$ cat config.mk
export PLATFORM = sky130hd
export DESIGN_NAME = pipe_hazard_ctrl_flat
export DESIGN_NICKNAME = d
export VERILOG_FILES = /design/src/rtl/pipe_hazard_ctrl_if.sv /design/src/rtl/pipe_hazard_ctrl.sv /design/src/flat_wrapper.sv
export SDC_FILE = /design/constraint.sdc
export NUM_CORES = 1
export LEC_CHECK = 0
export BUFFER_PORTS_ARGS = -buffer_cell sky130_fd_sc_hd__buf_2
export CELL_PAD_IN_SITES_DETAIL_PLACEMENT = 1
export CELL_PAD_IN_SITES_GLOBAL_PLACEMENT = 1
export CORE_MARGIN = 2
export CORE_UTILIZATION = 33
export DETAILED_ROUTE_END_ITERATION = 8
export MAX_ROUTING_LAYER = met4
export PLACE_DENSITY = 0.75
export SYNTH_ARGS = -nofsm -noshare
export SYNTH_HDL_FRONTEND = slang
export SYNTH_SLANG_ARGS = --single-unit
$ cat constraint.sdc
create_clock -name clk -period 2.39 [get_ports clk]
set_input_delay 0.717 -clock clk [delete_from_list [all_inputs] [get_ports clk]]
set_output_delay 0.717 -clock clk [all_outputs]
set_load 0.01 [all_outputs]
$ cat src/rtl/pipe_hazard_ctrl_if.sv
// pipe_hazard_ctrl_if: hazard status from the pipeline and stage control back to it
interface pipe_hazard_ctrl_if #(parameter int REG_W = 3, parameter int CNT_W = 16);
  logic [REG_W-1:0] ifid_rs;
  logic [REG_W-1:0] ifid_rt;
  logic ifid_use_rs;
  logic ifid_use_rt;
  logic idex_memRead;
  logic [REG_W-1:0] idex_rd;
  logic branch_taken;
  logic exmem_memAcc;
  logic exmem_halt;
  logic dmem_stall;
  logic dmem_done;
  logic imem_stall;
  logic pc_en;
  logic ifid_en;
  logic ifid_noOp;
  logic idex_en;
  logic idex_noOp;
  logic exmem_stall;
  logic memwb_en;
  logic halted;
  logic [CNT_W-1:0] stall_cnt;
  modport slave (
    input ifid_rs, ifid_rt, ifid_use_rs, ifid_use_rt, idex_memRead, idex_rd, branch_taken,
    input exmem_memAcc, exmem_halt, dmem_stall, dmem_done, imem_stall,
    output pc_en, ifid_en, ifid_noOp, idex_en, idex_noOp, exmem_stall, memwb_en, halted, stall_cnt
  );
  modport master (
    output ifid_rs, ifid_rt, ifid_use_rs, ifid_use_rt, idex_memRead, idex_rd, branch_taken,
    output exmem_memAcc, exmem_halt, dmem_stall, dmem_done, imem_stall,
    input pc_en, ifid_en, ifid_noOp, idex_en, idex_noOp, exmem_stall, memwb_en, halted, stall_cnt
  );
endinterface

$ cat src/rtl/pipe_hazard_ctrl.sv
// pipe_hazard_ctrl: stall/flush sequencer for the 5-stage pipeline with saturating stall counter
module pipe_hazard_ctrl #(
  parameter int REG_W = 3,
  parameter int CNT_W = 16
) (
  input logic clk,
  input logic rst,
  pipe_hazard_ctrl_if.slave bus
);
  typedef enum logic [1:0] {RUN, MEM_WAIT, HALT_WB, HALTED} state_t;
  state_t state;
  logic [CNT_W-1:0] cnt;
  logic [REG_W-1:0] load_rd;
  logic load_use, mem_hold, halt_now, go, br, pc_en;
  always_comb begin
    load_rd = bus.idex_rd;
    load_use = bus.idex_memRead & ((bus.ifid_use_rs & (bus.ifid_rs == load_rd)) |
                                   (bus.ifid_use_rt & (bus.ifid_rt == load_rd)));
    mem_hold = (state == RUN) & bus.exmem_memAcc & bus.dmem_stall & ~bus.dmem_done;
    halt_now = ~rst & (state == RUN) & ~mem_hold & bus.exmem_halt;
    go = ~rst & (((state == RUN) & ~mem_hold & ~bus.exmem_halt) |
                 ((state == MEM_WAIT) & bus.dmem_done));
    br = bus.branch_taken;
    pc_en = go & (br | ~(load_use | bus.imem_stall));
    bus.pc_en = pc_en;
    bus.ifid_en = go & (br | ~load_use);
    bus.ifid_noOp = rst | (go & (br | (~load_use & bus.imem_stall)));
    bus.idex_en = go;
    bus.idex_noOp = rst | (go & (br | load_use));
    bus.exmem_stall = ~go;
    bus.memwb_en = go | halt_now;
    bus.halted = state == HALTED;
    bus.stall_cnt = cnt;
  end
  always_ff @(posedge clk) begin
    state <= rst ? RUN :
             state == RUN ? (mem_hold ? MEM_WAIT : bus.exmem_halt ? HALT_WB : RUN) :
             state == MEM_WAIT ? (bus.dmem_done ? RUN : MEM_WAIT) : HALTED;
    cnt <= rst ? '0 : (~pc_en & ~&cnt) ? cnt + 1'b1 : cnt;
  end
endmodule

$ cat src/flat_wrapper.sv
// flat-port wrapper written by rule: the top's interface ports become plain ports
module pipe_hazard_ctrl_flat 
#(
  parameter int REG_W = 3,
  parameter int CNT_W = 16
)
  (clk, rst, bus_ifid_rs, bus_ifid_rt, bus_ifid_use_rs, bus_ifid_use_rt, bus_idex_memRead, bus_idex_rd, bus_branch_taken, bus_exmem_memAcc, bus_exmem_halt, bus_dmem_stall, bus_dmem_done, bus_imem_stall, bus_pc_en, bus_ifid_en, bus_ifid_noOp, bus_idex_en, bus_idex_noOp, bus_exmem_stall, bus_memwb_en, bus_halted, bus_stall_cnt);
  pipe_hazard_ctrl_if #(.REG_W(REG_W), .CNT_W(CNT_W)) bus_i ();
  input logic clk;
  input logic rst;
  input wire logic [$bits(bus_i.ifid_rs)-1:0] bus_ifid_rs;
  input wire logic [$bits(bus_i.ifid_rt)-1:0] bus_ifid_rt;
  input wire logic [$bits(bus_i.ifid_use_rs)-1:0] bus_ifid_use_rs;
  input wire logic [$bits(bus_i.ifid_use_rt)-1:0] bus_ifid_use_rt;
  input wire logic [$bits(bus_i.idex_memRead)-1:0] bus_idex_memRead;
  input wire logic [$bits(bus_i.idex_rd)-1:0] bus_idex_rd;
  input wire logic [$bits(bus_i.branch_taken)-1:0] bus_branch_taken;
  input wire logic [$bits(bus_i.exmem_memAcc)-1:0] bus_exmem_memAcc;
  input wire logic [$bits(bus_i.exmem_halt)-1:0] bus_exmem_halt;
  input wire logic [$bits(bus_i.dmem_stall)-1:0] bus_dmem_stall;
  input wire logic [$bits(bus_i.dmem_done)-1:0] bus_dmem_done;
  input wire logic [$bits(bus_i.imem_stall)-1:0] bus_imem_stall;
  output wire logic [$bits(bus_i.pc_en)-1:0] bus_pc_en;
  output wire logic [$bits(bus_i.ifid_en)-1:0] bus_ifid_en;
  output wire logic [$bits(bus_i.ifid_noOp)-1:0] bus_ifid_noOp;
  output wire logic [$bits(bus_i.idex_en)-1:0] bus_idex_en;
  output wire logic [$bits(bus_i.idex_noOp)-1:0] bus_idex_noOp;
  output wire logic [$bits(bus_i.exmem_stall)-1:0] bus_exmem_stall;
  output wire logic [$bits(bus_i.memwb_en)-1:0] bus_memwb_en;
  output wire logic [$bits(bus_i.halted)-1:0] bus_halted;
  output wire logic [$bits(bus_i.stall_cnt)-1:0] bus_stall_cnt;
  assign bus_i.ifid_rs = bus_ifid_rs;
  assign bus_i.ifid_rt = bus_ifid_rt;
  assign bus_i.ifid_use_rs = bus_ifid_use_rs;
  assign bus_i.ifid_use_rt = bus_ifid_use_rt;
  assign bus_i.idex_memRead = bus_idex_memRead;
  assign bus_i.idex_rd = bus_idex_rd;
  assign bus_i.branch_taken = bus_branch_taken;
  assign bus_i.exmem_memAcc = bus_exmem_memAcc;
  assign bus_i.exmem_halt = bus_exmem_halt;
  assign bus_i.dmem_stall = bus_dmem_stall;
  assign bus_i.dmem_done = bus_dmem_done;
  assign bus_i.imem_stall = bus_imem_stall;
  assign bus_pc_en = bus_i.pc_en;
  assign bus_ifid_en = bus_i.ifid_en;
  assign bus_ifid_noOp = bus_i.ifid_noOp;
  assign bus_idex_en = bus_i.idex_en;
  assign bus_idex_noOp = bus_i.idex_noOp;
  assign bus_exmem_stall = bus_i.exmem_stall;
  assign bus_memwb_en = bus_i.memwb_en;
  assign bus_halted = bus_i.halted;
  assign bus_stall_cnt = bus_i.stall_cnt;
  pipe_hazard_ctrl #(.REG_W(REG_W), .CNT_W(CNT_W)) u_core (.clk(clk), .rst(rst), .bus(bus_i));
endmodule
==> run_results.csv, run 1 <==
group,metric,value,unit
floorplanning,pin_count,44,
critical_path,required,1.67,ns
synth,ys_warn_count,0,
sta,setup_viol,12,
critical_path,critPathLaunchType,"input port",
drt,via_count,1236,
drt,routedWlPerCell,15.82,µm
global_routing,grt_pass1_vias,1311,
synth,syn_avg_cell_area,8.404,µm²
sta,finClkSkew,0.001186,ns
floorplanning,die-height,60.87,µm
place,gp_congestion,0.7916,
sta,holdWs,0.5387,ns
sta,min_period_over_period,108.8,%
global_routing,grt_use_total,21.99,%
drt,drc,0,
synth,synth_top_family_by_area,"simple AND/OR/NAND/NOR gates",
synth,yosysTopAreaCell,"dfxtp_1",
clock_network,cts_tree,"done",
drt,via_per_inst,5.351,
place,dp_cells,222,
flow_run,drv_cap,0,
layout,layoutNonFillerInstCount,231,
synth,synth_area,0.001067,mm²
sta,period_needed,2.601,ns
min_path,min_from,"u_core.bus.stall_cnt[6]",
global_routing,grt_start_max_net_pins,21,
sta,finalWorstSetupSlack,-0.2108,ns
layout,design_area,0.001689,mm²
power_and_ir_drop,p_total,0.6618,mW
critical_path,timing.rr.start,"u_core.bus.stall_cnt[0]",
layout,seqCellArea,360.3,µm²
synth,ys_ff_latch,18,
synth,synth.area.top_cells,"dfxtp_1 (34%), xnor2_1 (5.7%), a21oi_1 (5.6%)",
synth,synth_commonest_cells,"dfxtp_1 (18), a21oi_1 (12), nor2_1 (10), nand2_1 (8), o21ai_0 (8)",
synth,synth_fa_ha_area_share,1.172,%
synth,synthMuxAreaShare,1.993,%
global_routing,grt_pass1_wl,5858,µm
critical_path,cp-end-kind,"output port",
clock_network,postCtsHoldBufs,0,
power_and_ir_drop,p_leak,0.7220,nW
layout,final_nets,210,
clock_network,clk_path_buf_depth,2,
place,dpl_cell_area,0.001405,mm²
min_path,hold_path_class,"reg2reg",
power_and_ir_drop,ir_drop,0.3031,mV
synth,seq_area_frac_synth,33.76,%
layout,multi_input_area,815.8,µm²
sta,slew_headroom,67.11,%
power_and_ir_drop,powerDensity,391.8,mW/mm²
synth,synth.top_cell.area_share,33.76,%
synth,synth_cells,127,
min_path,worstHoldPathCells,2,
global_routing,grt-ovfl-total,0,
sta,rsz0062_at_grt,"yes",
layout,finish.utilization,55.33,%
clock_network,cts_num_sinks,18,
drt,routed_wl,3655,µm
synth,ys.flop_type,"dfxtp_1",
floorplanning,die-area,0.003705,mm²
critical_path,r2r_cells,8,
layout,fillers,385,
synth,synth-xor-area-share,9.027,%
clock_network,root_buffer,"clkbuf_4",
floorplanning,placementRows,20,
clock_network,cts_buffers,3,
clock_network,clk_pin_slew,0.10,ns
floorplanning,die_w,60.87,µm
synth,ys_types,33,
synth,synthesis.nets,148,
layout,area_growth,58.26,%
layout,n_antenna_cell,0,
sta,worst_pin_slew,0.4920,ns
global_routing,antenna_found_initial,0,
critical_path,cp.arrival,1.88,ns
synth,synth_most_common_cell,"dfxtp_1",
synth,async_flop_share,0,%
critical_path,cp_max_fo,3,
place,port_buffers,43,
clock_network,clock_latency,0.30,ns
synth,synth_compound_area_share,21.34,%
floorplanning,initial_core_util,34.96,%
sta,hold_viol,0,
floorplanning,core-area,0.003053,mm²
place,pre_cts_ws,-0.2354,ns
critical_path,r2r_setup_slack,0.18,ns
sta,setup_tns,-1.090,ns
critical_path,critPathLaunch,"bus_idex_rd[2]",
sta,clock.fmax,0.3845,GHz
status,outcome,"complete, but fails checks",
drt,drtIter0Drc,30,
synth,synth-edff-count,0,
status,violations,"negative setup slack",
layout,drive_gt1_share,48.13,%
sta,final-max-slew-violation-count,0,
critical_path,critical_path_class,"in2out",
clock_network,htree_levels,1,
drt,dr.pass1.iters,3,
synth,synthSimpleGateAreaFrac,29.19,%
drt,postRouteAntennaNets,0,
place,place_hpwl,2470,µm
path summary, 6_finish.rpt:
path                                   to
setup / recovery                bus_pc_en
hold / removal    u_core.bus.stall_cnt[6]
setup reg to reg  u_core.bus.stall_cnt[3]
hold reg to reg   u_core.bus.stall_cnt[6]
cells in the final DEF, fill, tap and decap left out, types with 2 or more instances in the layout:
master,instances
xor2_1,4
or3_1,3
o21ai_1,2
o31ai_1,3
nor2_1,10
a2111oi_4,2
nand2_2,2
clkbuf_4,3
buf_6,9
o21ai_0,6
nand4_1,7
and4_1,3
nor2b_1,3
nand3_1,4
or3_4,3
buf_4,14
inv_1,5
dfxtp_1,18
xnor2_4,2
buf_2,35
and2_1,3
and3_1,3
xnor2_2,4
a21oi_1,6
a21oi_2,6
or4_1,2
nand2_1,6
sequential cells by signal, indices dropped and copies added, names as in the netlist:
name,flops
u_core.bus.stall_cnt,16
u_core.state,2
cell type report:
cell class | count | area share, %
Multi-Input combinational cell | 101 | 48.30
Tap cell | 44 | 3.259
Clock buffer | 3 | 1.333
Timing Repair Buffer | 60 | 24.67
Sequential cell | 18 | 21.33
Inverter | 5 | 1.111
routing by layer:
layer  global-route usage (%)  wire, µm
met2                    40.71      1974
met3                    5.970       151
met5                        -         0
met1                    21.99      1363
met4                    7.453       165
critical path, cell delays in order:
cell and delay (ns):
buf_6 0.11, xnor2_4 0.17, nand4_1 0.19, a211o_1 0.36, and3_1 0.19, buf_2 0.14
where the power goes:
group,switching [mW],internal (mW)
clock network,0.0984,0.0588
logic,0.0864,0.0954
registers,0.0128,0.310
total,0.198,0.464
cell families (layout without fill, tap and decap cells):
| family | after synthesis | after routing |
|---|---|---|
| buf+inv | 8 | 68 |
| fa+ha+maj | 1 | 1 |
| simple gates | 55 | 55 |
| xor+xnor | 11 | 11 |
| compound gates | 32 | 32 |
| flops | 18 | 18 |
| mux | 2 | 2 |
what timing repair did:
action | in CTS | in global routing
buffers inserted | 4 | 2
gates cloned | 0 | 0
pin swaps | 6 | 8
resized for setup | 20 | 21
setup endpoints to repair | 4 | 18
Note: power is estimated with default switching activity, not from simulation.
==> run 2: changes to the inputs <==
--- a/config.mk
+++ b/config.mk
@@ -8,11 +8,13 @@
 export BUFFER_PORTS_ARGS = -buffer_cell sky130_fd_sc_hd__buf_2
 export CELL_PAD_IN_SITES_DETAIL_PLACEMENT = 1
 export CELL_PAD_IN_SITES_GLOBAL_PLACEMENT = 1
+export CORE_ASPECT_RATIO = 0.7
 export CORE_MARGIN = 2
-export CORE_UTILIZATION = 33
+export CORE_UTILIZATION = 35
+export CTS_BUF_LIST = sky130_fd_sc_hd__clkbuf_4 sky130_fd_sc_hd__clkbuf_8
 export DETAILED_ROUTE_END_ITERATION = 8
 export MAX_ROUTING_LAYER = met4
-export PLACE_DENSITY = 0.75
+export PLACE_DENSITY = 0.79
 export SYNTH_ARGS = -nofsm -noshare
 export SYNTH_HDL_FRONTEND = slang
 export SYNTH_SLANG_ARGS = --single-unit
==> run 2 against run 1 <==
- via count up 8.8%
- sequential power about the same
- maximum frequency down 4.4%
- clock power up 69%
- combinational power up 9.9%
- core utilization up 7.1 points
- the flow still finishes with violations (negative setup slack)
- hold slack better by 0.020 ns
==> run_results.csv, run 2 (synthesis results as in run 1) <==
group,metric,value,unit
critical_path,crit_path_max_incr_delay,0.36,ns
layout,fillers,343,
clock_network,cts_buffers,3,
global_routing,grt-ovfl-total,0,
power_and_ir_drop,p_leak,0.7796,nW
place,port_buffers,43,
layout,design_area,0.001775,mm²
critical_path,slowest_stage,"o41ai_2",
layout,final_common_cell,"buf_2",
layout,drive_gt1_share,53.37,%
place,place_hpwl,2615,µm
critical_path,critPathLaunchType,"input port",
drt,routedWlPerCell,23.14,µm
sta,worst_pin_slew,0.4245,ns
drt,m1WireLength,2212,µm
layout,finish.utilization,62.46,%
sta,finClkSkew,0.002856,ns
global_routing,grt_use_total,25.34,%
power_and_ir_drop,p_total,0.7889,mW
layout,n_antenna_cell,0,
sta,holdWs,0.5584,ns
clock_network,clock_latency,0.27,ns
drt,routed_wl,5299,µm
global_routing,grt_pass1_wl,6782,µm
sta,period_needed,2.720,ns
global_routing,antenna_found_initial,0,
place,dpl_cell_area,0.001425,mm²
floorplanning,placementRows,16,
sta,clock.fmax,0.3676,GHz
critical_path,cp_num_buf_inv,3,
sta,finalWorstSetupSlack,-0.3302,ns
floorplanning,die_w,70,µm
clock_network,htree_levels,1,
floorplanning,pin_count,44,
sta,min_period_over_period,113.8,%
critical_path,required,1.67,ns
place,gp_congestion,0.8350,
clock_network,cts_tree,"done",
drt,postRouteAntennaNets,0,
flow_run,drv_cap,0,
layout,area_growth,66.35,%
status,violations,"negative setup slack",
power_and_ir_drop,ir_drop,0.2802,mV
sta,rsz0062_at_grt,"yes",
drt,top_layer,"met4",
critical_path,worstPathCellList,"buf_6, xnor2_2, nand4_1, buf_4, nand2_2, a21oi_2, o41ai_2, buf_2",
critical_path,crit_family,"buffers and inverters",
sta,slew_headroom,71.70,%
status,outcome,"complete, but fails checks",
drt,drtIter0Drc,65,
critical_path,cp.arrival,2.00,ns
drt,drc,0,
layout,largest_register_ffs,16,
power_and_ir_drop,powerDensity,444.4,mW/mm²
floorplanning,initial_core_util,37.54,%
clock_network,root_buffer,"clkbuf_8",
drt,dr_wl_met2,2518,µm
clock_network,cts_num_sinks,18,
drt,dr.pass1.iters,5,
layout,final_cell_mix,"buf_2 (32), buf_4 (19), dfxtp_1 (18)",
sta,hold_viol,0,
min_path,hold_path_class,"reg2reg",
clock_network,clk_pin_slew,0.07,ns
global_routing,grt_pass1_vias,1291,
layout,final_nets,215,
critical_path,cp_max_fo,2,
clock_network,clk_path_buf_depth,2,
drt,met3_length,293,µm
sta,setup_viol,14,
floorplanning,die-height,50.20,µm
floorplanning,die-area,0.003514,mm²
critical_path,critical_path_class,"in2out",
critical_path,cp-end-kind,"output port",
drt,via_per_inst,5.873,
sta,final-max-slew-violation-count,0,
place,pre_cts_ws,-0.2216,ns
floorplanning,core-area,0.002843,mm²
global_routing,grt_start_max_net_pins,21,
drt,via_count,1345,
==> run 2: changes by cell type in the layout (fill, tap and decap cells not counted), sizes merged <==
cell and change:
buf +5, clkbuf +1
==> run 2: final timing paths <==
kind,from,endpoint,cells past startpoint,slack [ns]
worst max-delay path,bus_idex_rd[0],bus_idex_noOp,8,-0.33
worst min register to register,u_core.bus.stall_cnt[11],u_core.bus.stall_cnt[11],2,0.56
worst min-delay path,u_core.bus.stall_cnt[11],u_core.bus.stall_cnt[11],2,0.56
worst max register to register,u_core.bus.stall_cnt[6],u_core.bus.stall_cnt[2],9,0.06
==> run 2: routing by layer <==
metal / GRT usage (%) / up-vias
met3: 5.422 / 23
met5: - / -
met4: 3.846 / 0
met1: 31.03 / 657
met2: 44.44 / 65
li1: - / 600
==> run 2: metrics by stage <==
step                setup TNS (ns)  instances
CTS                        -0.5110        223
global route                -2.494        229
global placement            -1.419        218
floorplan                 -0.01963        127
finish                      -1.487        229
detailed placement          -2.562        218
==> run 2: timing repair <==
action | 4_1_cts | 5_1_grt
gates resized for setup | 14 | 36
endpoints found under the setup margin | 6 | 13
buffers inserted | 1 | 6
pin swaps | 4 | 17
hold buffers | 0 | 0
==> run 2: tightest hold or removal path, stage by stage (launching register included) <==
cell and delay (ns):
dfxtp_1 0.35, o21ai_0 0.11, a21oi_2 0.06
==> run 2: cell type report <==
class | instances | area (µm²) | area share [%]
Clock buffer | 4 | 55.05 | 3.101
Timing Repair Buffer | 65 | 464.2 | 26.15
Inverter | 5 | 18.77 | 1.057
Tap cell | 36 | 45.04 | 2.537
Sequential cell | 18 | 360.3 | 20.30
Multi-Input combinational cell | 101 | 832.0 | 46.86
==> run 2: where the power goes <==
part	total [mW]	switching, mW	internal, mW
registers	0.324	0.0142	0.310
logic	0.200	0.0978	0.102
clock network	0.265	0.118	0.147
